$ cat src/rtl/tc_scheduler_pkg.sv
// tc_pkg: shared types, constants and helpers for the 4x4 transform-chain scheduler.
package tc_pkg;

   localparam int MB_BLOCKS = 16;
   localparam int QP_W      = 4;

   typedef enum logic [1:0] {
      IDLE  = 2'd0,
      RUN   = 2'd1,
      DRAIN = 2'd2,
      DONE  = 2'd3
   } tc_state_e;

   typedef logic [3:0]      blk_idx_t;
   typedef logic [QP_W-1:0] qp_t;
   typedef logic [4:0]      blk_cnt_t;   // 0..16: one code past the last block index

   localparam blk_idx_t LAST_BLK_IDX = 4'd15;
   localparam blk_cnt_t LAST_BLK_CNT = 5'd15;
   localparam blk_cnt_t FULL_CNT     = blk_cnt_t'(MB_BLOCKS);

   // Accept counter increment that sticks at a full macroblock.
   function automatic blk_cnt_t cnt_inc_sat(input blk_cnt_t cnt);
      blk_cnt_t nxt;
      if (cnt >= FULL_CNT) begin
         nxt = FULL_CNT;
      end else begin
         nxt = cnt + 5'd1;
      end
      return nxt;
   endfunction

endpackage

$ cat src/rtl/tc_scheduler_if.sv
// tc_scheduler_if: handshake, configuration and status bundle between the
// residual generator / transform datapath side (master) and the scheduler (slave).
interface tc_scheduler_if #(
   parameter int STAGES = 4
);
   import tc_pkg::*;

   logic              enable;
   logic              mb_start;
   qp_t               qp_by_6_in;
   qp_t               qp_mod_6_in;
   logic              in_valid;
   logic              in_ready;
   blk_idx_t          in_blk_idx;
   logic [STAGES-1:0] stage_en;
   qp_t               qp_by_6;
   qp_t               qp_mod_6;
   logic              out_valid;
   logic              out_ready;
   blk_idx_t          out_blk_idx;
   logic              busy;
   logic              mb_done;

   modport slave (
      input  enable, mb_start, qp_by_6_in, qp_mod_6_in, in_valid, out_ready,
      output in_ready, in_blk_idx, stage_en, qp_by_6, qp_mod_6,
             out_valid, out_blk_idx, busy, mb_done
   );

   modport master (
      output enable, mb_start, qp_by_6_in, qp_mod_6_in, in_valid, out_ready,
      input  in_ready, in_blk_idx, stage_en, qp_by_6, qp_mod_6,
             out_valid, out_blk_idx, busy, mb_done
   );

endinterface

$ cat src/rtl/tc_scheduler_valid_pipe.sv
// tc_valid_pipe: STAGES-deep valid + block-index shadow of the datapath stages.
// The whole pipe moves one stage when 'advance' is high and holds otherwise.
module tc_valid_pipe
   import tc_pkg::*;
#(
   parameter int STAGES = 4
) (
   input  logic              clk,
   input  logic              reset,
   input  logic              advance,
   input  logic              in_vld,
   input  blk_idx_t          in_idx,
   output logic [STAGES-1:0] vld,
   output blk_idx_t          out_idx
);

   logic [STAGES-1:0]      vld_d, vld_q;
   logic [STAGES-1:0][3:0] idx_d, idx_q;

   // Next contents: shift one stage on advance, otherwise hold; empty slots carry index 0.
   always_comb begin
      vld_d = vld_q;
      idx_d = idx_q;
      if (advance) begin
         vld_d[0] = in_vld;
         idx_d[0] = in_vld ? in_idx : 4'd0;
         for (int k = 1; k < STAGES; k++) begin
            vld_d[k] = vld_q[k-1];
            idx_d[k] = idx_q[k-1];
         end
      end else begin
         vld_d = vld_q;
         idx_d = idx_q;
      end
   end

   // Stage registers with synchronous reset discarding everything in flight.
   always_ff @(posedge clk) begin
      if (reset) begin
         vld_q <= {STAGES{1'b0}};
         idx_q <= {STAGES{4'd0}};
      end else begin
         vld_q <= vld_d;
         idx_q <= idx_d;
      end
   end

   assign vld     = vld_q;
   assign out_idx = idx_q[STAGES-1];

endmodule

$ cat src/rtl/tc_scheduler.sv
// tc_scheduler: sequences one macroblock of 16 4x4 residual blocks through the
// fixed-latency transform chain, generating stage enables and back-pressure stalls,
// holding the macroblock QP and pulsing mb_done when the last block leaves.
module tc_scheduler
   import tc_pkg::*;
#(
   parameter int STAGES = 4
) (
   input logic           clk,
   input logic           reset,
   tc_scheduler_if.slave bus
);

   tc_state_e         state_d, state_q;
   blk_cnt_t          cnt_d, cnt_q;
   qp_t               qp_by_6_d, qp_by_6_q;
   qp_t               qp_mod_6_d, qp_mod_6_q;
   logic              mb_done_d, mb_done_q;

   logic [STAGES-1:0] vld_s;
   blk_idx_t          out_idx_s;
   logic              advance_s;
   logic              in_ready_s;
   logic              accept_s;
   logic              out_hs_s;
   logic [STAGES-1:0] stage_en_s;

   tc_valid_pipe #(
      .STAGES (STAGES)
   ) u_valid_pipe (
      .clk     (clk),
      .reset   (reset),
      .advance (advance_s),
      .in_vld  (accept_s),
      .in_idx  (cnt_q[3:0]),
      .vld     (vld_s),
      .out_idx (out_idx_s)
   );

   // Chain advance, input accept, output handshake and per-stage load enables.
   always_comb begin
      advance_s  = bus.enable && (!vld_s[STAGES-1] || bus.out_ready);
      in_ready_s = advance_s && (state_q == RUN);
      accept_s   = bus.in_valid && in_ready_s;
      out_hs_s   = advance_s && vld_s[STAGES-1];
      stage_en_s = {STAGES{1'b0}};
      stage_en_s[0] = accept_s;
      for (int k = 1; k < STAGES; k++) begin
         stage_en_s[k] = advance_s && vld_s[k-1];
      end
   end

   // Macroblock FSM next state, accept counter, QP latch and completion pulse.
   always_comb begin
      state_d    = state_q;
      cnt_d      = cnt_q;
      qp_by_6_d  = qp_by_6_q;
      qp_mod_6_d = qp_mod_6_q;
      mb_done_d  = 1'b0;
      if (bus.enable) begin
         case (state_q)
            IDLE: begin
               if (bus.mb_start) begin
                  state_d    = RUN;
                  cnt_d      = 5'd0;
                  qp_by_6_d  = bus.qp_by_6_in;
                  qp_mod_6_d = bus.qp_mod_6_in;
               end else begin
                  state_d = IDLE;
               end
            end
            RUN: begin
               if (accept_s) begin
                  cnt_d = cnt_inc_sat(cnt_q);
                  if (cnt_q == LAST_BLK_CNT) begin
                     state_d = DRAIN;
                  end else begin
                     state_d = RUN;
                  end
               end else begin
                  state_d = RUN;
               end
            end
            DRAIN: begin
               if (out_hs_s && (out_idx_s == LAST_BLK_IDX)) begin
                  state_d   = DONE;
                  mb_done_d = 1'b1;
               end else begin
                  state_d = DRAIN;
               end
            end
            DONE: begin
               // A start arriving together with DONE is dropped on purpose.
               state_d = IDLE;
            end
            default: begin
               state_d = IDLE;
            end
         endcase
      end else begin
         state_d = state_q;
      end
   end

   // Control registers; enable low holds everything except the one-shot done pulse.
   always_ff @(posedge clk) begin
      if (reset) begin
         state_q    <= IDLE;
         cnt_q      <= 5'd0;
         qp_by_6_q  <= {QP_W{1'b0}};
         qp_mod_6_q <= {QP_W{1'b0}};
         mb_done_q  <= 1'b0;
      end else begin
         state_q    <= state_d;
         cnt_q      <= cnt_d;
         qp_by_6_q  <= qp_by_6_d;
         qp_mod_6_q <= qp_mod_6_d;
         mb_done_q  <= mb_done_d;
      end
   end

   assign bus.in_ready    = in_ready_s;
   assign bus.in_blk_idx  = cnt_q[3:0];
   assign bus.stage_en    = stage_en_s;
   assign bus.qp_by_6     = qp_by_6_q;
   assign bus.qp_mod_6    = qp_mod_6_q;
   assign bus.out_valid   = vld_s[STAGES-1];
   assign bus.out_blk_idx = out_idx_s;
   assign bus.busy        = (state_q != IDLE);
   assign bus.mb_done     = mb_done_q;

endmodule

$ cat src/flat_wrapper.sv
// flat-port wrapper written by rule: the top's interface ports become plain ports
module tc_scheduler_flat import tc_pkg::*;
#(
   parameter int STAGES = 4
)
  (clk, reset, bus_enable, bus_mb_start, bus_qp_by_6_in, bus_qp_mod_6_in, bus_in_valid, bus_out_ready, bus_in_ready, bus_in_blk_idx, bus_stage_en, bus_qp_by_6, bus_qp_mod_6, bus_out_valid, bus_out_blk_idx, bus_busy, bus_mb_done);
  tc_scheduler_if #(.STAGES(STAGES)) bus_i ();
  input logic clk;
  input logic reset;
  input wire logic [$bits(bus_i.enable)-1:0] bus_enable;
  input wire logic [$bits(bus_i.mb_start)-1:0] bus_mb_start;
  input wire logic [$bits(bus_i.qp_by_6_in)-1:0] bus_qp_by_6_in;
  input wire logic [$bits(bus_i.qp_mod_6_in)-1:0] bus_qp_mod_6_in;
  input wire logic [$bits(bus_i.in_valid)-1:0] bus_in_valid;
  input wire logic [$bits(bus_i.out_ready)-1:0] bus_out_ready;
  output wire logic [$bits(bus_i.in_ready)-1:0] bus_in_ready;
  output wire logic [$bits(bus_i.in_blk_idx)-1:0] bus_in_blk_idx;
  output wire logic [$bits(bus_i.stage_en)-1:0] bus_stage_en;
  output wire logic [$bits(bus_i.qp_by_6)-1:0] bus_qp_by_6;
  output wire logic [$bits(bus_i.qp_mod_6)-1:0] bus_qp_mod_6;
  output wire logic [$bits(bus_i.out_valid)-1:0] bus_out_valid;
  output wire logic [$bits(bus_i.out_blk_idx)-1:0] bus_out_blk_idx;
  output wire logic [$bits(bus_i.busy)-1:0] bus_busy;
  output wire logic [$bits(bus_i.mb_done)-1:0] bus_mb_done;
  assign bus_i.enable = bus_enable;
  assign bus_i.mb_start = bus_mb_start;
  assign bus_i.qp_by_6_in = bus_qp_by_6_in;
  assign bus_i.qp_mod_6_in = bus_qp_mod_6_in;
  assign bus_i.in_valid = bus_in_valid;
  assign bus_i.out_ready = bus_out_ready;
  assign bus_in_ready = bus_i.in_ready;
  assign bus_in_blk_idx = bus_i.in_blk_idx;
  assign bus_stage_en = bus_i.stage_en;
  assign bus_qp_by_6 = bus_i.qp_by_6;
  assign bus_qp_mod_6 = bus_i.qp_mod_6;
  assign bus_out_valid = bus_i.out_valid;
  assign bus_out_blk_idx = bus_i.out_blk_idx;
  assign bus_busy = bus_i.busy;
  assign bus_mb_done = bus_i.mb_done;
  tc_scheduler #(.STAGES(STAGES)) u_core (.clk(clk), .reset(reset), .bus(bus_i));
endmodule
$ cat config.mk
export PLATFORM = sky130hd
export DESIGN_NAME = tc_scheduler_flat
export DESIGN_NICKNAME = d
export VERILOG_FILES = /design/src/rtl/tc_scheduler_pkg.sv /design/src/rtl/tc_scheduler_if.sv /design/src/rtl/tc_scheduler_valid_pipe.sv /design/src/rtl/tc_scheduler.sv /design/src/flat_wrapper.sv
export SDC_FILE = /design/constraint.sdc
export NUM_CORES = 1
export LEC_CHECK = 0
export ABC_AREA = 1
export CORE_ASPECT_RATIO = 1.25
export CORE_MARGIN = 2
export CORE_UTILIZATION = 52
export CTS_BUF_LIST = sky130_fd_sc_hd__clkbuf_16
export DETAILED_ROUTE_END_ITERATION = 8
export PLACE_DENSITY = 0.84
export SYNTH_ARGS = -nofsm -noshare
export SYNTH_HDL_FRONTEND = slang
export SYNTH_SLANG_ARGS = --single-unit
$ cat constraint.sdc
create_clock -name clk -period 2.9 [get_ports clk]
set_input_delay 0.29 -clock clk [delete_from_list [all_inputs] [get_ports clk]]
set_output_delay 0.29 -clock clk [all_outputs]
set_load 0.02 [all_outputs]
# ---- After elaboration in Yosys (flattened, before gate mapping)
# Index checks and enable logic that the tools add are counted.
dict set report classes {
  n_addsub 1
  order_cmp 1
  n_eq_ne 7
  n_mux 11
  bitwise_logic 2
  n_reduce_logical 16
}
# op count
set op_table {}
lappend op_table {{2-to-1 mux 5 bit} 3}
lappend op_table {{case mux 5 bit (2 select lines)} 1}
lappend op_table {{logical AND 1 bit} 8}
lappend op_table {{case mux 2 bit (4 select lines)} 1}
lappend op_table {{adder 5 x 1 -> 5 bit, second input constant} 1}
lappend op_table {{equality test 5 x 4 -> 1 bit, second input constant} 1}
lappend op_table {{greater-or-equal comparator 5 bit, second input constant} 1}
lappend op_table {{equality test 2 bit, second input constant} 2}
lappend op_table {{equality test 4 bit, second input constant} 1}
lappend op_table {{2-to-1 mux 2 bit} 2}
lappend op_table {{2-to-1 mux 4 bit} 1}
lappend op_table {{inequality test 2 bit, second input constant} 2}
lappend op_table {{AND reduction 4 bit} 1}
lappend op_table {{nonzero test 2 bit} 2}
lappend op_table {{2-to-1 mux 1 bit} 3}
lappend op_table {{AND reduction 3 bit} 1}
lappend op_table {{OR reduction 3 bit} 1}
lappend op_table {{equality test 2 x 1 -> 1 bit, second input constant} 1}
lappend op_table {{logical NOT 2 bit} 1}
lappend op_table {{inverter 1 bit} 2}
lappend op_table {{logical NOT 1 bit} 1}
lappend op_table {{logical OR 1 bit} 1}
dict set report word_totals {
  ff_bits 36
  in_bits 14
}

# ---- Logic depth before layout (Yosys ltp)
# Gate-level depths: netlist of run 1.
dict set report logic_depth {
  depth_word 7
  mapped_depth 9
  ltp_nobuf 9
}

# ---- By module
# A second synthesis of run 1 with hierarchy kept.
dict set report hier_totals {
  hier_cells 215
  area_unflattened_um2 1654.1
}
# module instances cells_each area_per_inst_um2 seq_area_each_um2
set by_module_without_submodules {}
lappend by_module_without_submodules {tc_scheduler 1 124 877.1 320.3}
lappend by_module_without_submodules {tc_valid_pipe 1 91 777.0 400.4}

# ---- Least setup slack after synthesis of run 1
# OpenSTA, ideal clock, no wires.
dict set report synth_timing {
  path_type {register to register}
  from {register u_core.u_valid_pipe.vld_q[3] (netlist: u_core.u_valid_pipe.vld[3])}
  to {register u_core.state_q[0]}
  arrival_time_ns 1.287
  t_required_ns 2.768
  setup_slack_ns 1.481
  path_stages_with_launch 9
  period_less_slack_ns 1.419
  path_cell_list {dfxtp_1 nand2_1 nand2_1 nor2_1 nand3_1 nand2_1 nand2_1 nand2_1 a21oi_1}
}
dict set report synth_via {
  elab_chain_len 7
  elab_cells_between_ends 10
  cone_classes {mux: 3; reduce/logical: 7}
}
# item line_no
set synth_lines {}
lappend synth_lines {{start: declaration} tc_scheduler_valid_pipe.sv:17} ;# logic [STAGES-1:0] vld_d, vld_q;
lappend synth_lines {{start signal: assignment} tc_scheduler_valid_pipe.sv:40} ;# vld_q <= {STAGES{1'b0}};
lappend synth_lines {{start signal: assignment} tc_scheduler_valid_pipe.sv:43} ;# vld_q <= vld_d;
lappend synth_lines {{logical NOT 1 bit} tc_scheduler.sv:42} ;# advance_s = bus.enable && (!vld_s[STAGES-1] || bus.out_ready);
lappend synth_lines {{logical OR 1 bit} tc_scheduler.sv:42}
lappend synth_lines {{logical AND 1 bit} tc_scheduler.sv:42}
lappend synth_lines {{logical AND 1 bit} tc_scheduler.sv:43} ;# in_ready_s = advance_s && (state_q == RUN);
lappend synth_lines {{named net bus_in_ready} flat_wrapper.sv:16} ;# output wire logic [$bits(bus_i.in_ready)-1:0] bus_in_ready;
lappend synth_lines {{logical AND 1 bit} tc_scheduler.sv:44} ;# accept_s = bus.in_valid && in_ready_s;
lappend synth_lines {{2-to-1 mux 2 bit} tc_scheduler.sv:73} ;# if (accept_s) begin
lappend synth_lines {{case mux 2 bit (4 select lines)} tc_scheduler.sv:61} ;# case (state_q)
lappend synth_lines {{end signal: assignment} tc_scheduler.sv:114} ;# state_q <= state_d;
lappend synth_lines {{end: declaration} tc_scheduler.sv:14} ;# tc_state_e state_d, state_q;
# The timed path passes the listed nets, and every way through them passes these cells.
# A chain may end at the register's enable or synchronous reset.

# ---- Worst setup path after layout of run 1
dict set report layout_timing {
  from {input bus_enable}
  to {output bus_stage_en[3]}
}
dict set report layout_via {
  elab_chain_len 2
}
# item line_no
set layout_lines {}
lappend layout_lines {{start: declaration} flat_wrapper.sv:10} ;# input wire logic [$bits(bus_i.enable)-1:0] bus_enable;
lappend layout_lines {{logical AND 1 bit} tc_scheduler.sv:42}
lappend layout_lines {{logical AND 1 bit} tc_scheduler.sv:49} ;# stage_en_s[k] = advance_s && vld_s[k-1];
lappend layout_lines {{end: declaration} flat_wrapper.sv:18} ;# output wire logic [$bits(bus_i.stage_en)-1:0] bus_stage_en;
# Every way passes these cells.

==> flow_summary_export.csv, run 1 <==
group,metric,value,unit
sta,fmaxAchievable,419.4,MHz
setup_path,crit_arrival,2.09,ns
hold_path,min_to,"u_core.u_valid_pipe.idx_q[1]",
synthesis,synth_top_cell_area_share,47.06,%
synthesis,yosys.area.top_type,"dfxtp_1",
floorplan,die_width,52.54,um
layout,nNetsFinal,254,
synthesis,yosys-top-cells-area,"dfxtp_1 47%, nor2_1 12%, o21ai_0 7.2%, nand2_1 7.1%, a21oi_1 5.2%",
detailed_routing,drt_first_pass_iters,4,
sta,period_share,82.22,%
floorplan,num_rows,22,
sta,post-route-min-period,2.384,ns
power_and_ir_drop,leakage,0.8120,nW
sta,setup_viol,0,
sta,tns,0,ns
clock_network,hold_buffers,0,
sta,grt_setup_unrepaired,"false",
detailed_routing,wl,3.226,mm
grt,grt_pass1_vias,1296,
power_and_ir_drop,power_density,624.4,nW/um2
layout,nFillCells,254,
hold_path,hp-class,"reg2reg",
grt,grt_use_total,22.33,%
clock_network,cts-resized-gates,0,
synthesis,yosysUniqueCellTypes,23,
synthesis,seq_area_frac_synth,47.06,%
layout,drive_above_1_share,9.623,%
placement,dp_hpwl,2.237,mm
power_and_ir_drop,peakVddDrop,0.5010,mV
flow_run,maxCapViolations,0,
power_and_ir_drop,power,1.274,mW
setup_path,r2r_setup_slack,1.53,ns
floorplan,io_pins,38,
clock_network,postCtsSetupRepairBufs,0,
layout,insertedDiodeCount,0,
clock_network,h-tree-depth,2,
synthesis,synth_commonest_cells,"48 x nor2_1, 36 x dfxtp_1, 29 x nand2_1, 22 x o21ai_0, 16 x a21oi_1",
clock_network,clkTransAtPathRegs,0.05,ns
placement,dp_cells,267,
sta,worstMarginPinSlew,0.5103,ns
synthesis,synth_edf_count,0,
sta,slew_headroom,65.94,%
synthesis,synth_nets,223,
layout,area_delta_synth_final,33.25,%
clock_network,cts_sinks,36,
setup_path,path_class,"in2out",
grt,grt_max_degree,23,
placement,port_buffers,37,
setup_path,cp_max_fo,9,
sta,finalMaxSlewViolations,0,
hold_path,min_from,"u_core.u_valid_pipe.idx_q[1]",
synthesis,syn_inst,207,
grt,grt_antenna_before_repair,0,
clock_network,clockBufferDepth,2,
floorplan,die-area,3398,um2
synthesis,synth_flop_cell,"dfxtp_1",
setup_path,r2r_end,"u_core.bus.qp_mod_6[3]",
sta,worst_slack,0.5156,ns
clock_network,cts_root_buf,"clkbuf_16",
floorplan,start_util,53.50,%
grt,grt_first_pass_wirelength,5.568,mm
clock_network,cts_inserted_buffers,5,
synthesis,postSynth.asyncResetShare,0,%
setup_path,worst-r2r-cell-count,7,
layout,fin_cells,275,
detailed_routing,drc,0,
detailed_routing,vias_per_cell,4.985,
hold_path,worstHoldPathCells,2,
setup_path,endpoint_kind,"output port",
floorplan,core,2863,um2
grt,gr-total-overflow,0,
clock_network,worstSkewPairLatency,0.28,ns
clock_network,tritoncts,"built",
synthesis,ys_warn_count,0,
sta,holdWs,0.4632,ns
synthesis,synth-seq-cells,36,
setup_path,cp-start-kind,"input port",
setup_path,r2r-start,"u_core.state_q[0]",
detailed_routing,drtIter0Drc,54,
sta,hold_violations,0,
synthesis,synth.most_common_cell,"nor2_1",
floorplan,die_h,64.68,um
detailed_routing,route.detailed.wl_per_inst,11.73,um
detailed_routing,dr_total_vias,1371,
run_status,run_status,"finished, final reports clean",
detailed_routing,ant_nets,0,
setup_path,cp.required,2.61,ns
synthesis,syn_area_per_cell,7.398,um2
synthesis,syn_area,1531,um2
sta,fin_skew,0.002433,ns
placement,pre_cts_ws,0.5247,ns
placement,gp_congestion,0.7909,
==> cells by family (layout without fill, tap and decap cells) <==
| group | after synthesis | count (layout) | share of synthesized area (%) |
|---|---|---|---|
| adder cells (fa/ha/maj) | 2 | 2 | 1.634 |
| buffers and inverters | 32 | 64 | 10.21 |
| AO/OA/AOI/OAI | 42 | 42 | 14.63 |
| flip-flops | 36 | 36 | 47.06 |
| AND/OR/NAND/NOR | 95 | 95 | 26.47 |
==> sequential cells by signal (all words and copies together) (netlist names), named ones only <==
register                     flops
u_core.u_valid_pipe.idx_q       12
u_core.cnt_q                     5
u_core.bus.qp_by_6               4
u_core.bus.qp_mod_6              4
u_core.u_valid_pipe.out_idx      4
u_core.u_valid_pipe.vld          4
u_core.bus.mb_done               1
u_core.state_q                   1
==> power by group <==
group	switching, mW	internal [mW]	total (mW)
combinational	0.0767	0.0631	0.140
sequential	0.0136	0.515	0.529
clock	0.202	0.403	0.606
total	0.293	0.982	1.27
==> metal layers <==
| metal | part of all wire [%] | track usage (%) |
|---|---|---|
| met3 | 5.4 | 6.682 |
| met4 | 2.1 | 10.90 |
| met5 | 0 | 0 |
| met1 | 43 | 25.33 |
| met2 | 49 | 37.19 |
==> placed cells by master (no fill, tap or decap), types with 2 or more instances in the layout <==
cell and count:
inv_2 4, inv_1 11, nor2_1 48, nand3_2 2
clkdlybuf4s50_1 37, nand4_1 3, dfxtp_1 36, o21ai_0 22
nand2_2 3, a21oi_1 16, o21ai_1 2, nand2_1 29
clkbuf_16 5, buf_4 3, nand3_1 6, ha_1 2
==> per-stage QoR <==
| stage | utilization (%) | area, um2 |
|---|---|---|
| 2_1_floorplan | - | 1531 |
| 3_3_place_gp | 65.43 | 1873 |
| 3_5_place_dp | 65.43 | 1873 |
| 4_1_cts | 71.29 | 2041 |
| 5_1_grt | 71.29 | 2041 |
| 6_report | 71.29 | 2041 |
==> critical path, stage by stage <==
cell and delay (ns):
clkdlybuf4s50_1 0.55, inv_2 0.08, a21oi_4 0.23, buf_4 0.21, nand2_1 0.09, inv_1 0.06
clkdlybuf4s50_1 0.59
==> final cells by class <==
| class | instances | area (um2) | area share [%] |
|---|---|---|---|
| clock inverter | 3 | 42.54 | 2.085 |
| inverter | 16 | 60.06 | 2.943 |
| multi-input combinational | 139 | 654.4 | 32.07 |
| timing repair buffer | 40 | 392.9 | 19.25 |
| clock buffer | 5 | 125.1 | 6.131 |
| tap | 36 | 45.04 | 2.207 |
| sequential | 36 | 720.7 | 35.32 |
==> how the worst max path moves through the flow <==
| stage | startpoint | endpoint | slack (ns) | depth (start not counted) |
|---|---|---|---|---|
| floorplan | u_core.u_valid_pipe.vld[3] | u_core.state_q[0] | 1.48 | 8 |
| global placement | bus_enable | bus_stage_en[3] | 0.55 | 7 |
| detailed placement | bus_enable | bus_stage_en[3] | 0.52 | 7 |
| CTS | bus_enable | bus_stage_en[3] | 0.51 | 7 |
| global route | bus_enable | bus_stage_en[3] | 0.41 | 7 |
| finish | bus_enable | bus_stage_en[3] | 0.52 | 7 |
Power figures use the tool's default switching activity.
==> run 2: changes to the inputs <==
--- a/config.mk
+++ b/config.mk
@@ -8,10 +8,10 @@
 export ABC_AREA = 1
 export CORE_ASPECT_RATIO = 1.25
 export CORE_MARGIN = 2
-export CORE_UTILIZATION = 52
+export CORE_UTILIZATION = 48
 export CTS_BUF_LIST = sky130_fd_sc_hd__clkbuf_16
 export DETAILED_ROUTE_END_ITERATION = 8
-export PLACE_DENSITY = 0.84
+export PLACE_DENSITY = 0.78
 export SYNTH_ARGS = -nofsm -noshare
 export SYNTH_HDL_FRONTEND = slang
 export SYNTH_SLANG_ARGS = --single-unit
==> constraint.sdc (replaced) <==
create_clock -name clk -period 2.3 [get_ports clk]
set_input_delay 0.23 -clock clk [delete_from_list [all_inputs] [get_ports clk]]
set_output_delay 0.23 -clock clk [all_outputs]
set_load 0.02 [all_outputs]
==> run 2 against run 1 <==
First-iteration DRC count shrank 5.6%. Power grew 24%. Clock power grew 22%.
==> flow_summary_export.csv, run 2 (same netlist as run 1, synthesis figures left out) <==
group,metric,value,unit
setup_path,cp.depth,6,
sta,slew_headroom,63.38,%
clock_network,clockBufferDepth,2,
setup_path,slowest_stage,"clkdlybuf4s50_1",
setup_path,path_buf_inv,4,
floorplan,die_width,54.52,um
floorplan,num_rows,22,
sta,fmaxAchievable,471.6,MHz
placement,dp_hpwl,2.098,mm
setup_path,worst-r2r-cell-count,8,
floorplan,die-area,3661,um2
placement,gp_congestion,0.7293,
setup_path,slowest_delay,0.60,ns
run_status,run_status,"finished, final reports clean",
sta,post-route-min-period,2.121,ns
layout,top_register,"u_core.u_valid_pipe.idx_q",
sta,grt_setup_unrepaired,"false",
setup_path,startpoint,"bus_enable",
floorplan,io_pins,38,
sta,worstMarginPinSlew,0.5486,ns
setup_path,worst_path_dominant_cell_family,"buffers and inverters",
layout,drive_above_1_share,9.544,%
detailed_routing,drc,0,
setup_path,cp_max_fo,6,
detailed_routing,dr_total_vias,1356,
grt,gr-total-overflow,0,
power_and_ir_drop,leakage,0.8213,nW
grt,grt_first_pass_wirelength,4.988,mm
clock_network,cts-resized-gates,0,
layout,nNetsFinal,256,
layout,insertedDiodeCount,0,
power_and_ir_drop,power_density,773.6,nW/um2
layout,nFillCells,265,
floorplan,start_util,51.04,%
setup_path,crit_arrival,1.89,ns
floorplan,core,3000,um2
placement,pre_cts_ws,0.1927,ns
grt,grt_use_total,19.45,%
setup_path,r2r_setup_slack,0.93,ns
setup_path,path_class,"in2out",
setup_path,cp_cell_sequence,"clkdlybuf4s50_1 -> inv_2 -> a21oi_4 -> nand3_2 -> inv_1 -> clkdlybuf4s50_1",
layout,mostFrequentLayoutCell,"nor2_1",
layout,area_delta_synth_final,33.91,%
clock_network,tritoncts,"built",
sta,hold_violations,0,
hold_path,hp-class,"reg2reg",
clock_network,clkTransAtPathRegs,0.05,ns
sta,period_share,92.20,%
layout,largest_reg_flops,12,
detailed_routing,vias_per_cell,4.895,
clock_network,cts_inserted_buffers,5,
clock_network,cts_sinks,36,
setup_path,crit_top_cell,"clkdlybuf4s50_1",
sta,tns,0,ns
hold_path,min_from,"u_core.u_valid_pipe.idx_q[2]",
setup_path,cp-start-kind,"input port",
setup_path,cp.required,2.07,ns
detailed_routing,drt_first_pass_iters,5,
setup_path,r2r-start,"u_core.u_valid_pipe.vld[3]",
flow_run,maxCapViolations,0,
sta,setup_viol,0,
grt,grt_antenna_before_repair,0,
clock_network,hold_buffers,0,
floorplan,die_h,67.15,um
sta,fin_skew,0.004863,ns
detailed_routing,drtIter0Drc,51,
hold_path,worstHoldPathCells,2,
placement,port_buffers,37,
grt,grt_pass1_vias,1144,
clock_network,cts_root_buf,"clkbuf_16",
layout,mostFrequentLayoutCells,"48 x nor2_1, 37 x clkdlybuf4s50_1, 36 x dfxtp_1, 29 x nand2_1, 22 x o21ai_0",
detailed_routing,wl,3.067,mm
detailed_routing,ant_nets,0,
detailed_routing,route.detailed.wl_per_inst,11.07,um
setup_path,endpoint_kind,"output port",
clock_network,worstSkewPairLatency,0.28,ns
power_and_ir_drop,peakVddDrop,0.6188,mV
clock_network,h-tree-depth,2,
clock_network,postCtsSetupRepairBufs,0,
layout,largestRegisters,"u_core.u_valid_pipe.idx_q x12, u_core.cnt_q x5",
sta,finalMaxSlewViolations,0,
grt,grt_max_degree,23,
sta,worst_slack,0.1795,ns
run 2: changes by cell type in the layout (fill, tap and decap cells not counted):
cell and change:
buf_4 +2, clkinv_1 +2, clkinv_2 -1, clkinvlp_4 -1
run 2: power by group:
part	internal, mW	switching, mW
Combinational	0.0812	0.0969
Sequential	0.650	0.0166
Clock	0.503	0.239
Total	1.23	0.352
run 2: cell type report:
type / instances / area, um2 / share of cell area (%)
Tap cell: 36 / 45.04 / 2.196
Timing Repair Buffer: 42 / 407.9 / 19.89
Clock buffer: 5 / 125.1 / 6.101
Clock inverter: 3 / 37.54 / 1.830
Inverter: 16 / 60.06 / 2.929
Sequential cell: 36 / 720.7 / 35.14
Multi-Input combinational cell: 139 / 654.4 / 31.91
run 2: per-stage QoR:
stage               cell area, um2  hold WS (ns)  cells  utilization [%]  power [mW]
floorplan                     1531        0.3943    207                -      0.7855
global placement              1888        0.4497    269            62.93      0.8560
detailed placement            1888        0.4532    269            62.93      0.8579
CTS                           2051        0.4612    277            68.35       1.601
global route                  2051        0.4797    277            68.35       1.659
finish                        2051        0.4607    277            68.35       1.586
run 2: tightest hold or removal path, stage by stage, from the launching register on:
cell,delay (ns)
dfxtp_1,0.30
nand2_1,0.06
a21oi_1,0.05
run 2: path summary, 6_finish.rpt:
check,endpoint
min reg2reg,u_core.u_valid_pipe.idx_q[2]
min,u_core.u_valid_pipe.idx_q[2]
max reg2reg,u_core.state_q[0]
max,bus_stage_en[0]
run 2: routing by layer:
| metal | share of wire [%] | vias to the layer above | track usage, % |
|---|---|---|---|
| met1 | 46 | 596 | 23.75 |
| met3 | 5.4 | 7 | 7.301 |
| li1 | - | 719 | - |
| met5 | 0 | - | 0 |
| met2 | 47 | 34 | 30.12 |
| met4 | 1.8 | 0 | 8.438 |
